File: src/rtl/pf_sched_pkg.sv
// Shared types and width helpers for the pf_sched parity-flag scheduler.
package pf_sched_pkg;

    // Scheduler FSM states.
    typedef enum logic [1:0] {
        IDLE  = 2'd0,
        SHIFT = 2'd1,
        DONE  = 2'd2
    } state_e;

    // $clog2 with a floor of 1, so a counter or index always has at least one bit.
    function automatic int clog2_min1(input int n);
        return (n <= 2) ? 1 : $clog2(n);
    endfunction

endpackage

File: src/rtl/pf_sched_rr.sv
// Combinational round-robin picker: first asserted request at or after ptr_i,
// wrapping modulo N_REQ.
module rr_pick
    import pf_sched_pkg::*;
#(
    parameter int N_REQ = 4
) (
    input  logic [N_REQ-1:0]             req_i,
    input  logic [clog2_min1(N_REQ)-1:0] ptr_i,
    output logic [N_REQ-1:0]             gnt_o,
    output logic [clog2_min1(N_REQ)-1:0] idx_o,
    output logic                         any_o
);

    localparam int IW = clog2_min1(N_REQ);

    logic [IW-1:0] pos;

    // Walk the rotated request order from ptr_i and keep the first hit.
    always_comb begin
        gnt_o = '0;
        idx_o = '0;
        any_o = 1'b0;
        pos   = '0;
        for (int k = 0; k < N_REQ; k++) begin
            pos = IW'((int'(ptr_i) + k) % N_REQ);
            if (!any_o && req_i[pos]) begin
                any_o      = 1'b1;
                gnt_o[pos] = 1'b1;
                idx_o      = pos;
            end
        end
    end

endmodule

File: src/rtl/pf_sched.sv
// Round-robin scheduler sharing one serial parity/ones-count evaluator among
// N_REQ requesters. A job shifts the winner's operand one bit per cycle, then
// publishes ones count and PF/NF with a one-cycle ack to the winner.
// Valid/ready: a requester holds i_req (with stable i_data) until it sees its
// o_ack bit; dropping i_req mid-job aborts the job with no ack and no result.
module pf_sched
    import pf_sched_pkg::*;
#(
    parameter int BITS  = 4,
    parameter int N_REQ = 4
) (
    input  logic                         i_clk,
    input  logic                         i_rsn,
    input  logic [N_REQ-1:0]             i_req,
    input  logic [N_REQ*BITS-1:0]        i_data,
    output logic [N_REQ-1:0]             o_gnt,
    output logic [N_REQ-1:0]             o_ack,
    output logic                         o_busy,
    output logic                         o_valid,
    output logic [clog2_min1(N_REQ)-1:0] o_id,
    output logic [$clog2(BITS+1)-1:0]    o_ones,
    output logic                         o_pf,
    output logic                         o_nf,
    output logic [1:0]                   o_state
);

    localparam int IW = clog2_min1(N_REQ);
    localparam int CW = clog2_min1(BITS);
    localparam int OW = $clog2(BITS + 1);
    localparam logic [CW-1:0] CNT_LAST = CW'(BITS - 1);

    state_e            state_q, state_d;
    logic [N_REQ-1:0]  gnt_q, gnt_d;
    logic [IW-1:0]     id_q, id_d;
    logic [IW-1:0]     ptr_q, ptr_d;
    logic [BITS-1:0]   sh_q, sh_d;
    logic [CW-1:0]     cnt_q, cnt_d;
    logic [OW-1:0]     acc_q, acc_d;
    logic              par_q, par_d;
    logic [OW-1:0]     ones_q, ones_d;
    logic              pf_q, pf_d;

    logic [N_REQ-1:0]  pick_gnt;
    logic [IW-1:0]     pick_idx;
    logic              pick_any;
    logic [BITS-1:0]   win_data;
    logic [OW-1:0]     acc_nxt;
    logic              par_nxt;
    logic              req_held;
    logic [IW-1:0]     ptr_inc;

    rr_pick #(.N_REQ(N_REQ)) u_pick (
        .req_i (i_req),
        .ptr_i (ptr_q),
        .gnt_o (pick_gnt),
        .idx_o (pick_idx),
        .any_o (pick_any)
    );

    // Operand of the round-robin winner, selected from the flat data bus.
    always_comb begin
        win_data = '0;
        for (int i = 0; i < N_REQ; i++) begin
            if (pick_idx == IW'(i)) win_data = i_data[i*BITS +: BITS];
        end
    end

    assign acc_nxt  = acc_q + OW'(sh_q[0]);
    assign par_nxt  = par_q ^ sh_q[0];
    assign req_held = |(i_req & gnt_q);
    assign ptr_inc  = IW'((int'(id_q) + 1) % N_REQ);

    // Next-state and datapath control; every register holds unless changed.
    always_comb begin
        state_d = state_q;
        gnt_d   = gnt_q;
        id_d    = id_q;
        ptr_d   = ptr_q;
        sh_d    = sh_q;
        cnt_d   = cnt_q;
        acc_d   = acc_q;
        par_d   = par_q;
        ones_d  = ones_q;
        pf_d    = pf_q;
        case (state_q)
            IDLE: begin
                if (pick_any) begin
                    state_d = SHIFT;
                    gnt_d   = pick_gnt;
                    id_d    = pick_idx;
                    sh_d    = win_data;
                    cnt_d   = '0;
                    acc_d   = '0;
                    par_d   = 1'b0;
                end
            end
            SHIFT: begin
                if (!req_held) begin
                    // Abort: the pointer still moves past the abandoned requester.
                    state_d = IDLE;
                    gnt_d   = '0;
                    ptr_d   = ptr_inc;
                end else begin
                    sh_d  = sh_q >> 1;
                    cnt_d = cnt_q + CW'(1);
                    acc_d = acc_nxt;
                    par_d = par_nxt;
                    if (cnt_q == CNT_LAST) begin
                        // Results include the last bit shifted on this edge.
                        state_d = DONE;
                        ones_d  = acc_nxt;
                        pf_d    = par_nxt;
                    end
                end
            end
            DONE: begin
                state_d = IDLE;
                gnt_d   = '0;
                ptr_d   = ptr_inc;
            end
            default: begin
                state_d = IDLE;
                gnt_d   = '0;
            end
        endcase
    end

    // State and datapath registers; reset discards any in-flight job.
    always_ff @(posedge i_clk or negedge i_rsn) begin
        if (!i_rsn) begin
            state_q <= IDLE;
            gnt_q   <= '0;
            id_q    <= '0;
            ptr_q   <= '0;
            sh_q    <= '0;
            cnt_q   <= '0;
            acc_q   <= '0;
            par_q   <= 1'b0;
            ones_q  <= '0;
            pf_q    <= 1'b0;
        end else begin
            state_q <= state_d;
            gnt_q   <= gnt_d;
            id_q    <= id_d;
            ptr_q   <= ptr_d;
            sh_q    <= sh_d;
            cnt_q   <= cnt_d;
            acc_q   <= acc_d;
            par_q   <= par_d;
            ones_q  <= ones_d;
            pf_q    <= pf_d;
        end
    end

    assign o_gnt   = gnt_q;
    assign o_ack   = (state_q == DONE) ? gnt_q : '0;
    assign o_valid = (state_q == DONE);
    assign o_busy  = (state_q != IDLE);
    assign o_id    = id_q;
    assign o_ones  = ones_q;
    assign o_pf    = pf_q;
    assign o_nf    = ~pf_q;
    assign o_state = state_q;

endmodule

File: config.mk
export PLATFORM = sky130hd
export DESIGN_NAME = pf_sched
export DESIGN_NICKNAME = d
export VERILOG_FILES = /design/src/rtl/pf_sched_pkg.sv /design/src/rtl/pf_sched_rr.sv /design/src/rtl/pf_sched.sv
export SDC_FILE = /design/constraint.sdc
export NUM_CORES = 1
export LEC_CHECK = 0
export BUFFER_PORTS_ARGS = -buffer_cell sky130_fd_sc_hd__buf_4
export CAP_MARGIN = 30
export CORE_MARGIN = 4
export CORE_UTILIZATION = 58
export DETAILED_ROUTE_END_ITERATION = 8
export PLACE_DENSITY = 0.85
export SETUP_SLACK_MARGIN = 0.1
export SYNTH_ARGS = -nofsm -noshare
export SYNTH_HDL_FRONTEND = slang
export SYNTH_SLANG_ARGS = --single-unit
export TNS_END_PERCENT = 30
File: constraint.sdc
create_clock -name i_clk -period 7.2 [get_ports i_clk]
set_input_delay 2.16 -clock i_clk [delete_from_list [all_inputs] [get_ports i_clk]]
set_output_delay 2.16 -clock i_clk [all_outputs]
set_load 0.05 [all_outputs]
==> Word-level counts from Yosys, hierarchy flattened <==
Index checks and enable logic that the tools add are counted.
{ "word_totals": {"reg_bits": 24, "latch_bits": 0, "mem_bits_rw": 0, "mem_bits_ro": 0, "in_bits": 22, "output_inout_bits": 19, "wordCells": 116, "mem_count": 0} }
{ "op_classes": {"addsub": 6, "multipliers": 0, "div_mod_pow": 0, "order_cmp": 8, "eq_ne": 10, "n_shift": 0, "muxes": 54, "bitwise_logic": 6, "n_reduce_logical": 22} }
{ "ops": {"columns": ["op", "count"], "rows": [
  ["$mux 4", 13],
  ["$mux 2", 10],
  ["$pmux 4 s2", 2],
  ["$mux 1", 14],
  ["$lt 2x3->1 const B", 4],
  ["$or 4x4->4", 3],
  ["$pmux 2 s2", 3],
  ["$bmux 1 s2", 4],
  ["$demux 1 s2", 4],
  ["$eq 2x2->1 const B", 4],
  ["$ge 2x1->1 const B", 4],
  ["$reduce_and 2->1", 4],
  ["$logic_and 1x1->1", 7],
  ["$add 2x1->2 const B", 3],
  ["$mux 3", 2],
  ["$ne 2x2->1 const B", 3],
  ["$pmux 3 s2", 1],
  ["$reduce_and 3->1", 2],
  ["$reduce_bool 2->1", 3],
  ["$add 2x2->2 const B", 2],
  ["$and 4x4->4", 1],
  ["$eq 2x1->1 const B", 2],
  ["$logic_not 2->1", 2],
  ["$reduce_or 4->1", 1],
  ["6 further kinds", 8]
]} }

==> Logic depth before layout (Yosys ltp) <==
{ "depth": {"depth_word": 19, "mapped_depth": 10, "depth_no_buf": 8} }

==> Cells and area by module <==
Synthesis repeated with hierarchy kept, for this count alone.
{ "unflattened": {"hier_cells": 174, "hier_area_um2": 1820.5} }
{ "by_module_without_submodules": {"columns": ["mod", "n_inst", "cells_each", "area_each_um2", "seq_area_each_um2"], "rows": [
  ["pf_sched", 1, 129, 1401.3, 600.6],
  ["rr_pick", 1, 45, 419.2, 0.0]
]} }

==> Least setup slack after synthesis <==
OpenSTA, ideal clock, no wires.
{ "synth_path": {"path_type": "register -> output", "start": "reg state_q[1], in the netlist o_state[1]", "end": "out o_ack[0]", "arrival_ns": 2.083, "required_time_ns": 5.040, "setup_slack_ns": 2.957, "stages_incl_launch_ff": 3, "path_buffers": 0, "path_cell_list": "dfrtp_1 -> nor2b_1 -> and2_1"} }
{ "synth_via": {"elab_chain_cells": 2} }
{ "synth_lines": {"columns": ["element", "line_no", "rtl"], "rows": [
  ["start: declaration", "pf_sched.sv:32", "state_e state_q, state_d;"],
  ["start signal: assignment", "pf_sched.sv:142", "state_q <= state_d;"],
  ["$eq 2x2->1", null, null],
  ["net o_valid", "pf_sched.sv:19", "output logic o_valid,"],
  ["$mux 4", "pf_sched.sv:156", "assign o_ack = (state_q == DONE) ? gnt_q : '0;"],
  ["end: declaration", "pf_sched.sv:17", "output logic [N_REQ-1:0] o_ack,"]
]} }
The timed path passes the listed nets, and every way through them passes these cells.

==> Worst setup path in the final report <==
{ "layout_path": {"start": "in i_req[3]", "end": "reg sh_q[1]"} }
{ "layout_via": {"elab_chain_cells": 19, "elab_cells_between_ends": 37, "classes_between": "eq/ne: 5; mux: 22; bitwise: 1; reduce/logical: 9"} }
{ "layout_lines": {"columns": ["element", "line_no", "rtl"], "rows": [
  ["start: declaration", "pf_sched.sv:14", "input logic [N_REQ-1:0] i_req,"],
  ["$bmux 1 s2", "pf_sched_rr.sv:27", "if (!any_o && req_i[pos]) begin"],
  ["$mux 1 (not written as such)", "pf_sched_rr.sv:27", null],
  ["$mux 1", "pf_sched_rr.sv:27", null],
  ["$logic_not 1->1", "pf_sched_rr.sv:27", null],
  ["$logic_and 1x1->1", "pf_sched_rr.sv:27", null],
  ["$mux 1", "pf_sched_rr.sv:27", null],
  ["$logic_not 1->1", "pf_sched_rr.sv:27", null],
  ["$logic_and 1x1->1", "pf_sched_rr.sv:27", null],
  ["$mux 1", "pf_sched_rr.sv:27", null],
  ["$logic_not 1->1", "pf_sched_rr.sv:27", null],
  ["$logic_and 1x1->1", "pf_sched_rr.sv:27", null],
  ["$mux 2", "pf_sched_rr.sv:27", null],
  ["$logic_not 2->1", "pf_sched.sv:64", "if (pick_idx == IW'(i)) win_data = i_data[i*BITS +: BITS];"],
  ["$mux 4 (4 in a row)", "pf_sched.sv:64", null],
  ["$mux 4", "pf_sched.sv:87", "if (pick_any) begin"],
  ["$pmux 4 s2", "pf_sched.sv:85", "case (state_q)"],
  ["end signal: assignment", "pf_sched.sv:135", "sh_q <= '0;"],
  ["end signal: assignment", "pf_sched.sv:146", "sh_q <= sh_d;"],
  ["end: declaration", "pf_sched.sv:36", "logic [BITS-1:0] sh_q, sh_d;"]
]} }
Several ways; a longest one is shown, not always the timed one. The select of a mux whose other input is x is not followed.
A chain may end at the register's enable or synchronous reset.

==> reports/results.tsv <==
stage	metric	value	unit
die	row cnt	19	
synthesis	cell count after synthesis	181	
global_route	vias in the first global route	1534	
placement	Final GP Congestion	0.903	
final_layout	synth-to-layout area growth	19.2	%
global_route	initial antenna violation count	0	
status	outcome	finished, final reports clean	
placement	# placed instances	244	
min_path	worst hold path cell count	2	
clock_network	CTS tree	yes	
worst_setup_path	R2R Path End	sh_q[1]	
global_route	first-pass GRT wire length	7.03	mm
global_route	total congestion overflow	0	
route	wire per inst	16.9	um
die	die footprint	3950	um^2
sta	RSZ-0062 raised after global routing	false	
die	initial core utilization	0.621	
final_layout	fin cells	248	
min_path	Min-Delay Path Class	reg2reg	
clock_network	H-Tree Depth	1	
sta	Setup Skew	0.0176	ns
run	max cap viols	0	
placement	post-DP HPWL	3.16	mm
sta	fin crit period	4.04	ns
min_path	WHS Endpoint	o_ones[2]	
clock_network	Resize count post-CTS	0	
final_layout	nets	251	
final_layout	fillcell total	205	
worst_setup_path	Reg2Reg Depth	8	
worst_setup_path	critical path required time	7.43	ns
synthesis	Post-Syn Area	1740	um^2
sta	setup TNS	0	ns
clock_network	post-CTS setup buffers	0	
clock_network	CTS Sinks	24	
worst_setup_path	CP Max Fanout	18	
route	initial DRC count	88	
synthesis	post-synthesis sequential area ratio	0.345	
sta	setup slack after layout	3.16	ns
sta	final worst path period share	0.561	
clock_network	Skew-Pair Late Insertion Delay	0.32	ns
power	leak pwr	1.02	nW
worst_setup_path	Worst Setup SP	i_req[3]	
clock_network	clock buffer depth	2	
min_path	Hold Path Origin	o_ones[2]	
final_layout	n_diodes	0	
die	Core ar.	2810	um^2
synthesis	#FFs+latches synth	24	
global_route	largest net degree at the start of global routing	25	
final_layout	share of post-route cells with drive strength above 1	0.276	
clock_network	Root Buffer	clkbuf_4	
synthesis	Syn Nets	214	
worst_setup_path	Setup crit start kind	input pin	
die	die width	62.8	um
route	vias	1555	
sta	achievable frequency	248	MHz
clock_network	hold_buf cts	0	
route	DR DRC count	0	
synthesis	Ys Warns	0	
route	Vias/cell	6.27	
synthesis	Post-Syn Area per Cell	9.63	um^2
synthesis	synth unique cells	47	
power	PD cells	451	nW/um^2
die	I/O pin count	41	
die	die height	62.8	um
placement	PortBufs	40	
sta	Fin Hold WS	0.504	ns
sta	Max Slew Vio Count	0	
sta	Tightest Pin Transition	0.707	ns
route	Routed Antenna Nets	0	
sta	final hold vios	0	
sta	Slew headroom	0.527	
worst_setup_path	Reg-to-Reg Start	ptr_q[0]	
worst_setup_path	worst reg2reg setup slack	3.88	ns
route	DR pass1 iterations	4	
synthesis	cell accounting for the most synthesized area	dfrtp_1	
synthesis	prevailing post-synth register cell	dfrtp_1	
clock_network	Worst-path clk slew	0.14	ns
placement	DP Worst Slack	2.85	ns
worst_setup_path	CP endpoint kind	flip-flop	
route	Post-Route WL	4.18	mm
synthesis	asr flop ratio synth	1.00	
clock_network	CTS Buf Count	3	
synthesis	Synth top area share	0.345	
global_route	gr usage total	0.216	
worst_setup_path	Crit Path Class	in2reg	
worst_setup_path	Worst EP arrival	4.27	ns
synthesis	largest cells by area after synthesis	dfrtp_1 34%, ha_1 7.9%, mux2i_1 5.2%	
synthesis	Post-synth EDFFs	0	
power	VDD IR max	239	uV
sta	Final setup viols	0	
-- power breakdown --
part	leakage, nW	internal, W	switching (W)
combinational	0.690	0.000239	0.000360
clock	0.0279	0.0000563	0.0000413
sequential	0.307	0.000180	0.0000609
-- cells by family (layout without fill, tap and decap cells) --
| kind of cell | count (synthesis) | after routing | share of synthesized area |
|---|---|---|---|
| flops | 24 | 24 | 0.345 |
| fa+ha+maj | 11 | 11 | 0.0790 |
| compound gates | 43 | 43 | 0.182 |
| simple gates | 71 | 71 | 0.214 |
| buf+inv | 14 | 50 | 0.0452 |
| xor+xnor | 2 | 2 | 0.0101 |
| mux | 16 | 16 | 0.125 |
-- registers in the layout, summed over array words and instances, names as in the netlist --
| name | count |
|---|---|
| acc_q | 3 |
| cnt_q | 2 |
| o_gnt | 4 |
| o_id | 2 |
| o_ones | 3 |
| o_pf | 1 |
| o_state | 2 |
| par_q | 1 |
| ptr_q | 2 |
| sh_q | 4 |
-- area by class of cell --
cell class	instances	area, um^2	share of cell area
Clock buffer	3	22.5	0.0108
Clock inverter	1	30.0	0.0144
Inverter	6	22.5	0.0108
Multi-Input combinational cell	143	1060	0.512
Sequential cell	24	601	0.289
Tap cell	31	38.8	0.0187
Timing Repair Buffer	40	300	0.144
-- cells in the final DEF, fill, tap and decap left out, types with 2 or more instances in the layout --
cell type	netlist	final
a21oi_1	7	7
nand3_1	14	14
clkbuf_4	0	3
dfrtp_1	24	24
buf_4	2	40
mux2_2	3	3
mux4_2	3	3
and2_1	4	4
or2_4	2	2
mux2i_1	9	9
o21ai_0	10	10
o211ai_1	3	3
ha_1	11	11
a22o_1	2	2
and3_1	4	4
nand2_1	16	16
inv_1	6	6
nor2b_1	7	7
nor3_1	7	7
a22oi_1	4	4
nand2b_1	2	2
nor2_1	8	8
a221oi_1	5	5
-- stage by stage --
| step | total power (W) | cell area, um^2 | util |
|---|---|---|---|
| after global placement | 0.000799 | 2030 | 0.722 |
| after global routing | 0.00100 | 2080 | 0.741 |
| after CTS | 0.000931 | 2080 | 0.741 |
| after floorplan | 0.000711 | 1740 | - |
| final | 0.000938 | 2080 | 0.741 |
| after detailed placement | 0.000833 | 2030 | 0.722 |
-- layer usage --
| layer | vias to the layer above | routed length [um] | global-route usage |
|---|---|---|---|
| li1 | 742 | - | - |
| met1 | 747 | 1840 | 0.296 |
| met2 | 64 | 2050 | 0.360 |
| met3 | 2 | 290 | 0.0468 |
| met4 | 0 | 6 | 0.0303 |
| met5 | - | 0 | 0 |
-- worst max-delay path by stage --
stage	end	slack (ns)	cells past startpoint
3_5_place_dp	sh_q[1]	2.85	7
6_report	sh_q[1]	3.16	7
4_1_cts	sh_q[1]	3.17	7
2_1_floorplan	o_ack[0]	2.96	2
3_3_place_gp	sh_q[1]	2.95	6
5_1_grt	sh_q[1]	3.07	7
-- synthesized netlist by cell type (2+ instances only) --
cell type,number
o211ai_1,3
and3_1,4
o21ai_0,10
dfrtp_1,24
a22oi_1,4
nand2_1,16
nand3_1,14
buf_4,2
and2_1,4
nand2b_1,2
inv_1,6
a22o_1,2
buf_6,2
mux4_2,3
a221oi_1,5
nor2b_1,7
ha_1,11
nor2_1,8
or2_4,2
nor3_1,7
mux2i_1,9
mux2_2,3
buf_2,3
a21oi_1,7
-- worst max-delay path, cell delays in order --
cell and delay (ns):
buf_4 0.14, mux4_2 0.60, or4_1 0.75, nand2_4 0.26, and3_1 0.18, a21oi_1 0.05, o211ai_1 0.12
(Power assumes the default switching activity.)
